File: config.mk
export PLATFORM = sky130hd
export DESIGN_NAME = cache_bus_arbiter_flat
export DESIGN_NICKNAME = d
export VERILOG_FILES = /design/src/rtl/cache_bus_arbiter_if.sv /design/src/rtl/cache_bus_arbiter.sv /design/src/flat_wrapper.sv
export SDC_FILE = /design/constraint.sdc
export NUM_CORES = 1
export LEC_CHECK = 0
export CAP_MARGIN = 10
export CORE_MARGIN = 5
export CORE_UTILIZATION = 34
export CTS_CLUSTER_SIZE = 40
export DETAILED_ROUTE_END_ITERATION = 7
export HOLD_SLACK_MARGIN = 0.05
export PLACE_DENSITY_LB_ADDON = 0.3
export SYNTH_ARGS = -nofsm -noshare
export SYNTH_HDL_FRONTEND = slang
export SYNTH_SLANG_ARGS = --single-unit
File: constraint.sdc
create_clock -name clk -period 1.4 [get_ports clk]
set_clock_uncertainty 0.05 [all_clocks]
set_input_delay 0.21 -clock clk [delete_from_list [all_inputs] [get_ports clk]]
set_output_delay 0.21 -clock clk [all_outputs]
set_load 0.01 [all_outputs]
File: src/rtl/cache_bus_arbiter_if.sv
// Bus bundle for cache_bus_arbiter: two core request ports, the shared
// memory port and status/snoop outputs. The "master" modport is the arbiter's
// view (it masters the memory bus). The "slave" modport is the environment's
// view (cores and memory).
// Optional feature macro: ARB_SNOOP_EN adds the write-invalidate snoop signals.
interface cache_bus_arbiter_if #(
  parameter int ADDR_W = 32,
  parameter int DATA_W = 32
);
  logic              req0;
  logic              req1;
  logic              we0;
  logic              we1;
  logic [ADDR_W-1:0] addr0;
  logic [ADDR_W-1:0] addr1;
  logic [DATA_W-1:0] wdata0;
  logic [DATA_W-1:0] wdata1;
  logic              gnt0;
  logic              gnt1;
  logic              done0;
  logic              done1;
  logic [DATA_W-1:0] rdata;
  logic              mem_req;
  logic              mem_we;
  logic [ADDR_W-1:0] mem_addr;
  logic [DATA_W-1:0] mem_wdata;
  logic              mem_ack;
  logic [DATA_W-1:0] mem_rdata;
  logic              busy;
`ifdef ARB_SNOOP_EN
  logic              snoop_valid;
  logic [ADDR_W-1:0] snoop_addr;
  logic              snoop_src;
`endif

`ifdef ARB_SNOOP_EN
  modport master (
    input  req0, req1, we0, we1, addr0, addr1, wdata0, wdata1,
    input  mem_ack, mem_rdata,
    output gnt0, gnt1, done0, done1, rdata,
    output mem_req, mem_we, mem_addr, mem_wdata, busy,
    output snoop_valid, snoop_addr, snoop_src
  );

  modport slave (
    output req0, req1, we0, we1, addr0, addr1, wdata0, wdata1,
    output mem_ack, mem_rdata,
    input  gnt0, gnt1, done0, done1, rdata,
    input  mem_req, mem_we, mem_addr, mem_wdata, busy,
    input  snoop_valid, snoop_addr, snoop_src
  );
`else
  modport master (
    input  req0, req1, we0, we1, addr0, addr1, wdata0, wdata1,
    input  mem_ack, mem_rdata,
    output gnt0, gnt1, done0, done1, rdata,
    output mem_req, mem_we, mem_addr, mem_wdata, busy
  );

  modport slave (
    output req0, req1, we0, we1, addr0, addr1, wdata0, wdata1,
    output mem_ack, mem_rdata,
    input  gnt0, gnt1, done0, done1, rdata,
    input  mem_req, mem_we, mem_addr, mem_wdata, busy
  );
`endif
endinterface

File: src/rtl/cache_bus_arbiter.sv
// Two-core round-robin arbiter for a single shared memory port.
// The flow is IDLE -> BUS -> RESP -> IDLE. Every output is registered.
// A core that loses contention stays pending and is served in the next IDLE cycle.
// Optional feature macro: ARB_SNOOP_EN. When it is defined, a write-invalidate
// pulse is emitted on the first BUS cycle of each write grant.
module cache_bus_arbiter #(
  parameter int ADDR_W = 32,
  parameter int DATA_W = 32
) (
  input logic                clk,
  input logic                rst_n,
  cache_bus_arbiter_if.master bus
);

  typedef enum logic [1:0] {
    IDLE = 2'd0,
    BUS  = 2'd1,
    RESP = 2'd2
  } state_t;

  state_t            state_q, state_d;
  logic              last_owner_q, last_owner_d;
  logic              gnt0_q, gnt0_d;
  logic              gnt1_q, gnt1_d;
  logic              done0_q, done0_d;
  logic              done1_q, done1_d;
  logic [DATA_W-1:0] rdata_q, rdata_d;
  logic              mem_req_q, mem_req_d;
  logic              mem_we_q, mem_we_d;
  logic [ADDR_W-1:0] mem_addr_q, mem_addr_d;
  logic [DATA_W-1:0] mem_wdata_q, mem_wdata_d;
  logic              busy_q, busy_d;
`ifdef ARB_SNOOP_EN
  logic              snoop_valid_q, snoop_valid_d;
  logic [ADDR_W-1:0] snoop_addr_q, snoop_addr_d;
  logic              snoop_src_q, snoop_src_d;
`endif

  // Winner in IDLE: a lone requester wins; under contention the core that
  // did not own the bus last time wins.
  logic winner;
  assign winner = (bus.req0 && bus.req1) ? ~last_owner_q : bus.req1;

  // Next-state and registered-output computation for the arbitration FSM
  always_comb begin
    state_d      = state_q;
    last_owner_d = last_owner_q;
    gnt0_d       = gnt0_q;
    gnt1_d       = gnt1_q;
    done0_d      = 1'b0;
    done1_d      = 1'b0;
    rdata_d      = rdata_q;
    mem_req_d    = mem_req_q;
    mem_we_d     = mem_we_q;
    mem_addr_d   = mem_addr_q;
    mem_wdata_d  = mem_wdata_q;
`ifdef ARB_SNOOP_EN
    snoop_valid_d = 1'b0;
    snoop_addr_d  = snoop_addr_q;
    snoop_src_d   = snoop_src_q;
`endif
    case (state_q)
      IDLE: begin
        if (bus.req0 || bus.req1) begin
          state_d      = BUS;
          last_owner_d = winner;
          gnt0_d       = ~winner;
          gnt1_d       = winner;
          mem_req_d    = 1'b1;
          mem_we_d     = winner ? bus.we1    : bus.we0;
          mem_addr_d   = winner ? bus.addr1  : bus.addr0;
          mem_wdata_d  = winner ? bus.wdata1 : bus.wdata0;
`ifdef ARB_SNOOP_EN
          snoop_valid_d = winner ? bus.we1 : bus.we0;
          snoop_addr_d  = winner ? bus.addr1 : bus.addr0;
          snoop_src_d   = winner;
`endif
        end
      end
      BUS: begin
        if (bus.mem_ack) begin
          state_d   = RESP;
          gnt0_d    = 1'b0;
          gnt1_d    = 1'b0;
          mem_req_d = 1'b0;
          rdata_d   = bus.mem_rdata;
          done0_d   = ~last_owner_q;
          done1_d   = last_owner_q;
        end
      end
      RESP: begin
        state_d = IDLE;
      end
      default: begin
        state_d = IDLE;
      end
    endcase
    busy_d = (state_d != IDLE);
  end

  // State and output registers with synchronous active-low reset
  always_ff @(posedge clk) begin
    if (!rst_n) begin
      state_q      <= IDLE;
      last_owner_q <= 1'b1;
      gnt0_q       <= 1'b0;
      gnt1_q       <= 1'b0;
      done0_q      <= 1'b0;
      done1_q      <= 1'b0;
      rdata_q      <= '0;
      mem_req_q    <= 1'b0;
      mem_we_q     <= 1'b0;
      mem_addr_q   <= '0;
      mem_wdata_q  <= '0;
      busy_q       <= 1'b0;
`ifdef ARB_SNOOP_EN
      snoop_valid_q <= 1'b0;
      snoop_addr_q  <= '0;
      snoop_src_q   <= 1'b0;
`endif
    end else begin
      state_q      <= state_d;
      last_owner_q <= last_owner_d;
      gnt0_q       <= gnt0_d;
      gnt1_q       <= gnt1_d;
      done0_q      <= done0_d;
      done1_q      <= done1_d;
      rdata_q      <= rdata_d;
      mem_req_q    <= mem_req_d;
      mem_we_q     <= mem_we_d;
      mem_addr_q   <= mem_addr_d;
      mem_wdata_q  <= mem_wdata_d;
      busy_q       <= busy_d;
`ifdef ARB_SNOOP_EN
      snoop_valid_q <= snoop_valid_d;
      snoop_addr_q  <= snoop_addr_d;
      snoop_src_q   <= snoop_src_d;
`endif
    end
  end

  assign bus.gnt0      = gnt0_q;
  assign bus.gnt1      = gnt1_q;
  assign bus.done0     = done0_q;
  assign bus.done1     = done1_q;
  assign bus.rdata     = rdata_q;
  assign bus.mem_req   = mem_req_q;
  assign bus.mem_we    = mem_we_q;
  assign bus.mem_addr  = mem_addr_q;
  assign bus.mem_wdata = mem_wdata_q;
  assign bus.busy      = busy_q;
`ifdef ARB_SNOOP_EN
  assign bus.snoop_valid = snoop_valid_q;
  assign bus.snoop_addr  = snoop_addr_q;
  assign bus.snoop_src   = snoop_src_q;
`endif

endmodule

File: src/flat_wrapper.sv
// flat-port wrapper written by rule: the top's interface ports become plain ports
module cache_bus_arbiter_flat 
#(
  parameter int ADDR_W = 32,
  parameter int DATA_W = 32
)
  (clk, rst_n, bus_req0, bus_req1, bus_we0, bus_we1, bus_addr0, bus_addr1, bus_wdata0, bus_wdata1, bus_mem_ack, bus_mem_rdata, bus_gnt0, bus_gnt1, bus_done0, bus_done1, bus_rdata, bus_mem_req, bus_mem_we, bus_mem_addr, bus_mem_wdata, bus_busy);
  cache_bus_arbiter_if #(.ADDR_W(ADDR_W), .DATA_W(DATA_W)) bus_i ();
  input logic clk;
  input logic rst_n;
  input wire logic [$bits(bus_i.req0)-1:0] bus_req0;
  input wire logic [$bits(bus_i.req1)-1:0] bus_req1;
  input wire logic [$bits(bus_i.we0)-1:0] bus_we0;
  input wire logic [$bits(bus_i.we1)-1:0] bus_we1;
  input wire logic [$bits(bus_i.addr0)-1:0] bus_addr0;
  input wire logic [$bits(bus_i.addr1)-1:0] bus_addr1;
  input wire logic [$bits(bus_i.wdata0)-1:0] bus_wdata0;
  input wire logic [$bits(bus_i.wdata1)-1:0] bus_wdata1;
  input wire logic [$bits(bus_i.mem_ack)-1:0] bus_mem_ack;
  input wire logic [$bits(bus_i.mem_rdata)-1:0] bus_mem_rdata;
  output wire logic [$bits(bus_i.gnt0)-1:0] bus_gnt0;
  output wire logic [$bits(bus_i.gnt1)-1:0] bus_gnt1;
  output wire logic [$bits(bus_i.done0)-1:0] bus_done0;
  output wire logic [$bits(bus_i.done1)-1:0] bus_done1;
  output wire logic [$bits(bus_i.rdata)-1:0] bus_rdata;
  output wire logic [$bits(bus_i.mem_req)-1:0] bus_mem_req;
  output wire logic [$bits(bus_i.mem_we)-1:0] bus_mem_we;
  output wire logic [$bits(bus_i.mem_addr)-1:0] bus_mem_addr;
  output wire logic [$bits(bus_i.mem_wdata)-1:0] bus_mem_wdata;
  output wire logic [$bits(bus_i.busy)-1:0] bus_busy;
  assign bus_i.req0 = bus_req0;
  assign bus_i.req1 = bus_req1;
  assign bus_i.we0 = bus_we0;
  assign bus_i.we1 = bus_we1;
  assign bus_i.addr0 = bus_addr0;
  assign bus_i.addr1 = bus_addr1;
  assign bus_i.wdata0 = bus_wdata0;
  assign bus_i.wdata1 = bus_wdata1;
  assign bus_i.mem_ack = bus_mem_ack;
  assign bus_i.mem_rdata = bus_mem_rdata;
  assign bus_gnt0 = bus_i.gnt0;
  assign bus_gnt1 = bus_i.gnt1;
  assign bus_done0 = bus_i.done0;
  assign bus_done1 = bus_i.done1;
  assign bus_rdata = bus_i.rdata;
  assign bus_mem_req = bus_i.mem_req;
  assign bus_mem_we = bus_i.mem_we;
  assign bus_mem_addr = bus_i.mem_addr;
  assign bus_mem_wdata = bus_i.mem_wdata;
  assign bus_busy = bus_i.busy;
  cache_bus_arbiter #(.ADDR_W(ADDR_W), .DATA_W(DATA_W)) u_core (.clk(clk), .rst_n(rst_n), .bus(bus_i));
endmodule
### Word level (Yosys, flattened, before mapping)

Cells that the tools add are included.

* flip-flop bits (word level): 106
* latch bits: 0
* memory bits (writable): 0
* bits in read-only memories: 0
* bits of input ports: 167
* output and inout port bits: 103
* word-level logic and storage cells: 40
* memories: 0

* add/subtract/negate cells: 0
* $mul: 0
* divide/modulo/power cells: 0
* $lt $le $gt $ge: 0
* eq/ne operators: 3
* shifts and indexed selects: 0
* multiplexer cells: 14
* bitwise operators: 2
* reductions and logical operators: 9

Operator list (count)
* 32-bit two-way mux: 2
* 1-bit two-way mux: 6
* 1-bit one-hot mux with 2 select lines: 3
* 3-bit AND reduction: 2
* 2-bit two-way mux: 2
* 2-bit one-hot mux with 2 select lines: 1
* 2-bit AND reduction: 2
* 2-bit nonzero test: 2
* 2-bit by 1-bit equality test with 1-bit output (second input constant): 1
* 2-bit logical NOT: 1
* 2-bit by 1-bit inequality test with 1-bit output (second input constant): 1
* 2-bit inequality test (second input constant): 1
* 1-bit NOT: 2
* 1-bit logical AND: 1
* 1-bit logical OR: 1

### Logic depth before layout (Yosys ltp)

* word-level depth: 5
* depth in mapped cells: 7

### Least setup slack after synthesis

No wires, ideal clock.

* kind: input-to-reg
* start: input port bus_req1
* end: register u_core.state_q[0]
* library setup time: 0.115 ns
* arrival: 1.247 ns
* data required time: 1.235 ns
* path slack: -0.012 ns
* cell stages on the path: 7
* path buffers: 4
* cell sequence: or2_0 > buf_2 > and2_1 > clkbuf_1 > buf_6 > buf_6 > o21a_1

* word-level cells in the longest chain between the ends: 3

Ends and longest elaborated chain
* start: declaration: line flat_wrapper.sv:12 `input wire logic [$bits(bus_i.req1)-1:0] bus_req1;`
* 1-bit logical OR: line cache_bus_arbiter.sv:64 `if (bus.req0 || bus.req1) begin`
* 2-bit two-way mux: line cache_bus_arbiter.sv:64
* 2-bit one-hot mux with 2 select lines: line cache_bus_arbiter.sv:62 `case (state_q)`
* end signal: assignment: line cache_bus_arbiter.sv:122 `state_q <= state_d;`
* end: declaration: line cache_bus_arbiter.sv:21 `state_t state_q, state_d;`

No other way between the ends.
A chain may end at the register's enable or synchronous reset.

### Final worst setup path

* start: register u_core.last_owner_q
* end: register u_core.last_owner_q

* word-level cells in the longest chain between the ends: 2

Ends and longest elaborated chain
* start: declaration: line cache_bus_arbiter.sv:22 `logic last_owner_q, last_owner_d;`
* start signal: assignment: line cache_bus_arbiter.sv:123 `last_owner_q <= last_owner_d;`
* 1-bit NOT: line cache_bus_arbiter.sv:42 `assign winner = (bus.req0 && bus.req1) ? ~last_owner_q : bus.req1;`
* 1-bit two-way mux: line cache_bus_arbiter.sv:42

No other way between the ends.

==> impl_summary.txt <==
----------------------------------------------------
[Run status]
  Run status ... finished, final reports clean

[Die]
  Area of the core region ... between 0.01 and 0.015 mm²
  Number of primary I/O pins ... 270
  Starting Density ... 0.3437
  Vertical die dimension ... 125.0 µm
  X dimension of the die ... 125.0 µm
  Num rows ... 42
  Die Footprint ... 0.01563 mm²

[Global route]
  Top Usage Layer GRT ... met2
  Initial antenna violation count ... 0
  Total congestion overflow ... 0
  Met1 Track Usage GR ... 0.2345
  Total global-route track usage ... 0.2033
  Met3 Usage GRT ... 0.06013
  Maximum number of pins on one net before global-route repair ... 42
  Via count of the first global-routing pass ... 5298
  Met2 capacity usage during global routing ... 0.3600
  Wire length of the first global-routing pass ... 26.47 mm

[Logic synthesis]
  Synth cell types ... 25
  Nets in the synthesized netlist ... 709
  Library cell occupying the most area in the post-synthesis netlist ... sky130_fd_sc_hd__dfxtp_1
  Cell types with the largest area share after synthesis ... sky130_fd_sc_hd__dfxtp_1 (47%), sky130_fd_sc_hd__nand2_1 (16%), sky130_fd_sc_hd__a21oi_1 (11%), sky130_fd_sc_hd__a311oi_2 (9.7%), sky130_fd_sc_hd__a311oi_1 (7.0%)
  Top cell type's share of synthesized area ... 0.4719
  Yosys warnings ... 0
  Synthesized instance count ... about 540
  Avg Synthesized Cell Area ... 8.297 µm²
  Synthesized cell area ... approximately 0.0045 mm²
  Portion of the post-synthesis area used by sequential elements ... 0.4719
  Register bit total from synthesis ... 106

[Setup path]
  Worst EP arrival ... 1.53 ns
  Worst EP required ... 1.57 ns
  Category of the worst setup path capture point ... flip-flop
  Worst setup SP type ... flip-flop
  Critical path type ... flip-flop to flip-flop
  Top fanout value on the critical path ... 14

[Route]
  Count of nets left with antenna violations after detail routing ... 0
  Average wire per standard cell ... 16.73 µm
  Pre-Repair DR Iteration Count ... 5
  Total Wirelength ... 16.51 mm
  Number of remaining DRC errors ... 0
  Vias ... 4961
  Routed vias/inst ... 5.026
  Number of violations reported at the end of detailed-routing iteration 0 ... around 300

[Pwr]
  Power density over the cells ... 1044 mW/mm²
  Worst supply voltage drop on vdd ... 707.5 µV
  Leakage Power ... 3.366 nW

[Clocking]
  Number of buffers on the longest clock path ... 2
  # H-tree levels ... 3
  Count of hold-fix buffers inserted at cts ... 0
  Root Buffer ... sky130_fd_sc_hd__clkbuf_16
  Total clock buffers created by CTS ... 9
  CTS Sinks ... 106
  Insertion delay to the later sink of the worst-skew pair ... between 0.3 and 0.4 ns
  Clock slew seen by the registers of the worst setup and hold paths ... 0.07 ns
  TritonCTS clock tree ... built

[Timing]
  Final setup fails ... 0
  Worst Max-Slew Pin Slew ... 0.3101 ns
  Minimum clock period ... 1.355 ns
  Hold slack final ... 0.3810 ns
  Max-slew headroom ... 0.7933
  Final Hold Viols ... 0
  Max Transition Viols Final ... 0
  Maximum clock frequency ... 737.9 MHz
  Share of the clock period used by the worst path ... 0.9680
  Unrepaired setup endpoints after global routing ... true

[Finish]
  Area taken by multi-input logic gates ... 0.002181 mm²
  Area growth from synthesis to final layout ... 76.68%
  Number of fill cells ... 1160
  Final Instance Area ... 0.007945 mm²
  Number of antenna diodes ... 0
  Total Nets Final ... slightly below 1k
  Non-filler cells, final ... 987
  Fraction of layout instances using a drive strength above 1 ... 0.1171
  Register area ... approximately 0.0021 mm²

[Place]
  Port buffer count ... 269
  Area after detailed placement ... ~0.0075 mm²
  Routability cong. ... slightly below 0.9
  Dpl hpwl ... 12.09 mm
  Placed cells ... 964

[Min path]
  Class of the tightest hold or removal check ... primary input to flip-flop

[Run]
  # Max-Cap Violations ... 0

----------------------------------------------------
## flip-flops by register name (all words and copies together), names as in the netlist
register,count
u_core.state_q,2
u_core.bus.gnt0,1
u_core.bus.mem_req,1
u_core.bus.busy,1
u_core.bus.gnt1,1
u_core.bus.done1,1
u_core.last_owner_q,1
u_core.bus.mem_addr,32
u_core.bus.mem_we,1
u_core.bus.rdata,32
u_core.bus.done0,1
u_core.bus.mem_wdata,32
## through the flow
stage          setup slack, ns  setup TNS, ns    util  total power [W]
6_report               0.04486              0  0.6072         0.008295
5_1_grt              -0.001364      -0.001364  0.6072         0.008713
3_5_place_dp           -0.5295         -33.38  0.5761         0.005887
4_1_cts                0.01634              0  0.6026         0.008336
2_1_floorplan        -0.008659        -0.2539       -         0.004518
3_3_place_gp           -0.4218         -28.40  0.5761         0.005832
## layout make-up
cell class | count | share of cell area
multi-input combinational | 380 | 0.2745
sequential | 106 | 0.2676
tap | 176 | 0.02772
clock inverter | 4 | 0.006457
inverter | 1 | 0.0006299
clock buffer | 12 | 0.03102
timing repair buffer | 308 | 0.3921
## metal layers
layer  vias up  share of wire  routed length [µm]
met5         -              0                   0
met4         0          0.020                 337
met3        25          0.076                1258
met2       207           0.50                8311
met1      2299           0.40                6605
li1       2430              -                   -
## synthesized netlist by cell type
master                     number
sky130_fd_sc_hd__a311oi_1      36
sky130_fd_sc_hd__clkbuf_1      40
sky130_fd_sc_hd__nand3b_1       1
sky130_fd_sc_hd__nor3_1         1
sky130_fd_sc_hd__nand2b_1       1
sky130_fd_sc_hd__a32o_1         1
sky130_fd_sc_hd__and3b_1        1
sky130_fd_sc_hd__buf_2          8
sky130_fd_sc_hd__and3_1         2
sky130_fd_sc_hd__a21bo_2        1
sky130_fd_sc_hd__dfxtp_1      106
sky130_fd_sc_hd__buf_6          4
sky130_fd_sc_hd__a21oi_1       99
sky130_fd_sc_hd__and2_1         2
sky130_fd_sc_hd__or2_0          1
sky130_fd_sc_hd__o31ai_1        1
sky130_fd_sc_hd__nand2_1      197
sky130_fd_sc_hd__a211o_1        1
sky130_fd_sc_hd__nor2_1         3
sky130_fd_sc_hd__a311oi_2      29
sky130_fd_sc_hd__inv_1          1
sky130_fd_sc_hd__buf_4          3
sky130_fd_sc_hd__nand4_1        1
sky130_fd_sc_hd__a21boi_1       1
sky130_fd_sc_hd__o21a_1         1
## cells by family after synthesis
group	after synthesis	synth area share
buffers and inverters	56	0.05815
AO/OA/AOI/OAI	170	0.2885
AND/OR/NAND/NOR	210	0.1814
flip-flops	106	0.4719
## worst max-delay path, stage by stage (launching register included)
cell                       delay, ns
sky130_fd_sc_hd__dfxtp_4        0.38
sky130_fd_sc_hd__a21boi_4       0.06
sky130_fd_sc_hd__buf_12         0.15
sky130_fd_sc_hd__buf_12         0.14
sky130_fd_sc_hd__and3_1         0.19
sky130_fd_sc_hd__a211o_1        0.26
## what timing repair did
item / 4_1_cts / 5_1_grt
cloned: 4 / 0
endpoints found under the setup margin: 171 / 44
pin swaps: 3 / 5
gates resized for setup: 120 / 14
setup buffers: 3 / 0
## worst paths after layout
| path | startpoint | endpoint | slack (ns) | cells past startpoint |
|---|---|---|---|---|
| setup / recovery | u_core.last_owner_q | u_core.last_owner_q | 0.04 | 5 |
| hold reg to reg | u_core.bus.rdata[10] | u_core.bus.rdata[10] | 0.40 | 2 |
| hold / removal | bus_mem_rdata[17] | u_core.bus.rdata[17] | 0.38 | 3 |
| setup reg to reg | u_core.last_owner_q | u_core.last_owner_q | 0.04 | 5 |
## power breakdown
part	leakage (nW)	internal [W]	switching [W]
registers	0.875	0.00330	0.000147
logic	2.35	0.00124	0.00108
clock network	0.143	0.00144	0.00109
total	3.37	0.00598	0.00232
## placed cells by master, fill, tap and decap left out, types with 2 or more instances in the layout
cell type | netlist | layout
sky130_fd_sc_hd__buf_12 | 0 | 12
sky130_fd_sc_hd__and3_1 | 2 | 2
sky130_fd_sc_hd__a21oi_1 | 99 | 99
sky130_fd_sc_hd__clkdlybuf4s50_1 | 0 | 164
sky130_fd_sc_hd__a311oi_2 | 29 | 35
sky130_fd_sc_hd__clkinv_2 | 0 | 2
sky130_fd_sc_hd__clkbuf_16 | 0 | 9
sky130_fd_sc_hd__clkbuf_1 | 40 | 2
sky130_fd_sc_hd__nor2_1 | 3 | 2
sky130_fd_sc_hd__buf_4 | 3 | 16
sky130_fd_sc_hd__buf_6 | 4 | 7
sky130_fd_sc_hd__dlygate4sd2_1 | 0 | 105
sky130_fd_sc_hd__a311oi_1 | 36 | 30
sky130_fd_sc_hd__buf_16 | 0 | 3
sky130_fd_sc_hd__dfxtp_1 | 106 | 105
sky130_fd_sc_hd__nand2_1 | 197 | 197
(Power assumes the default switching activity.)
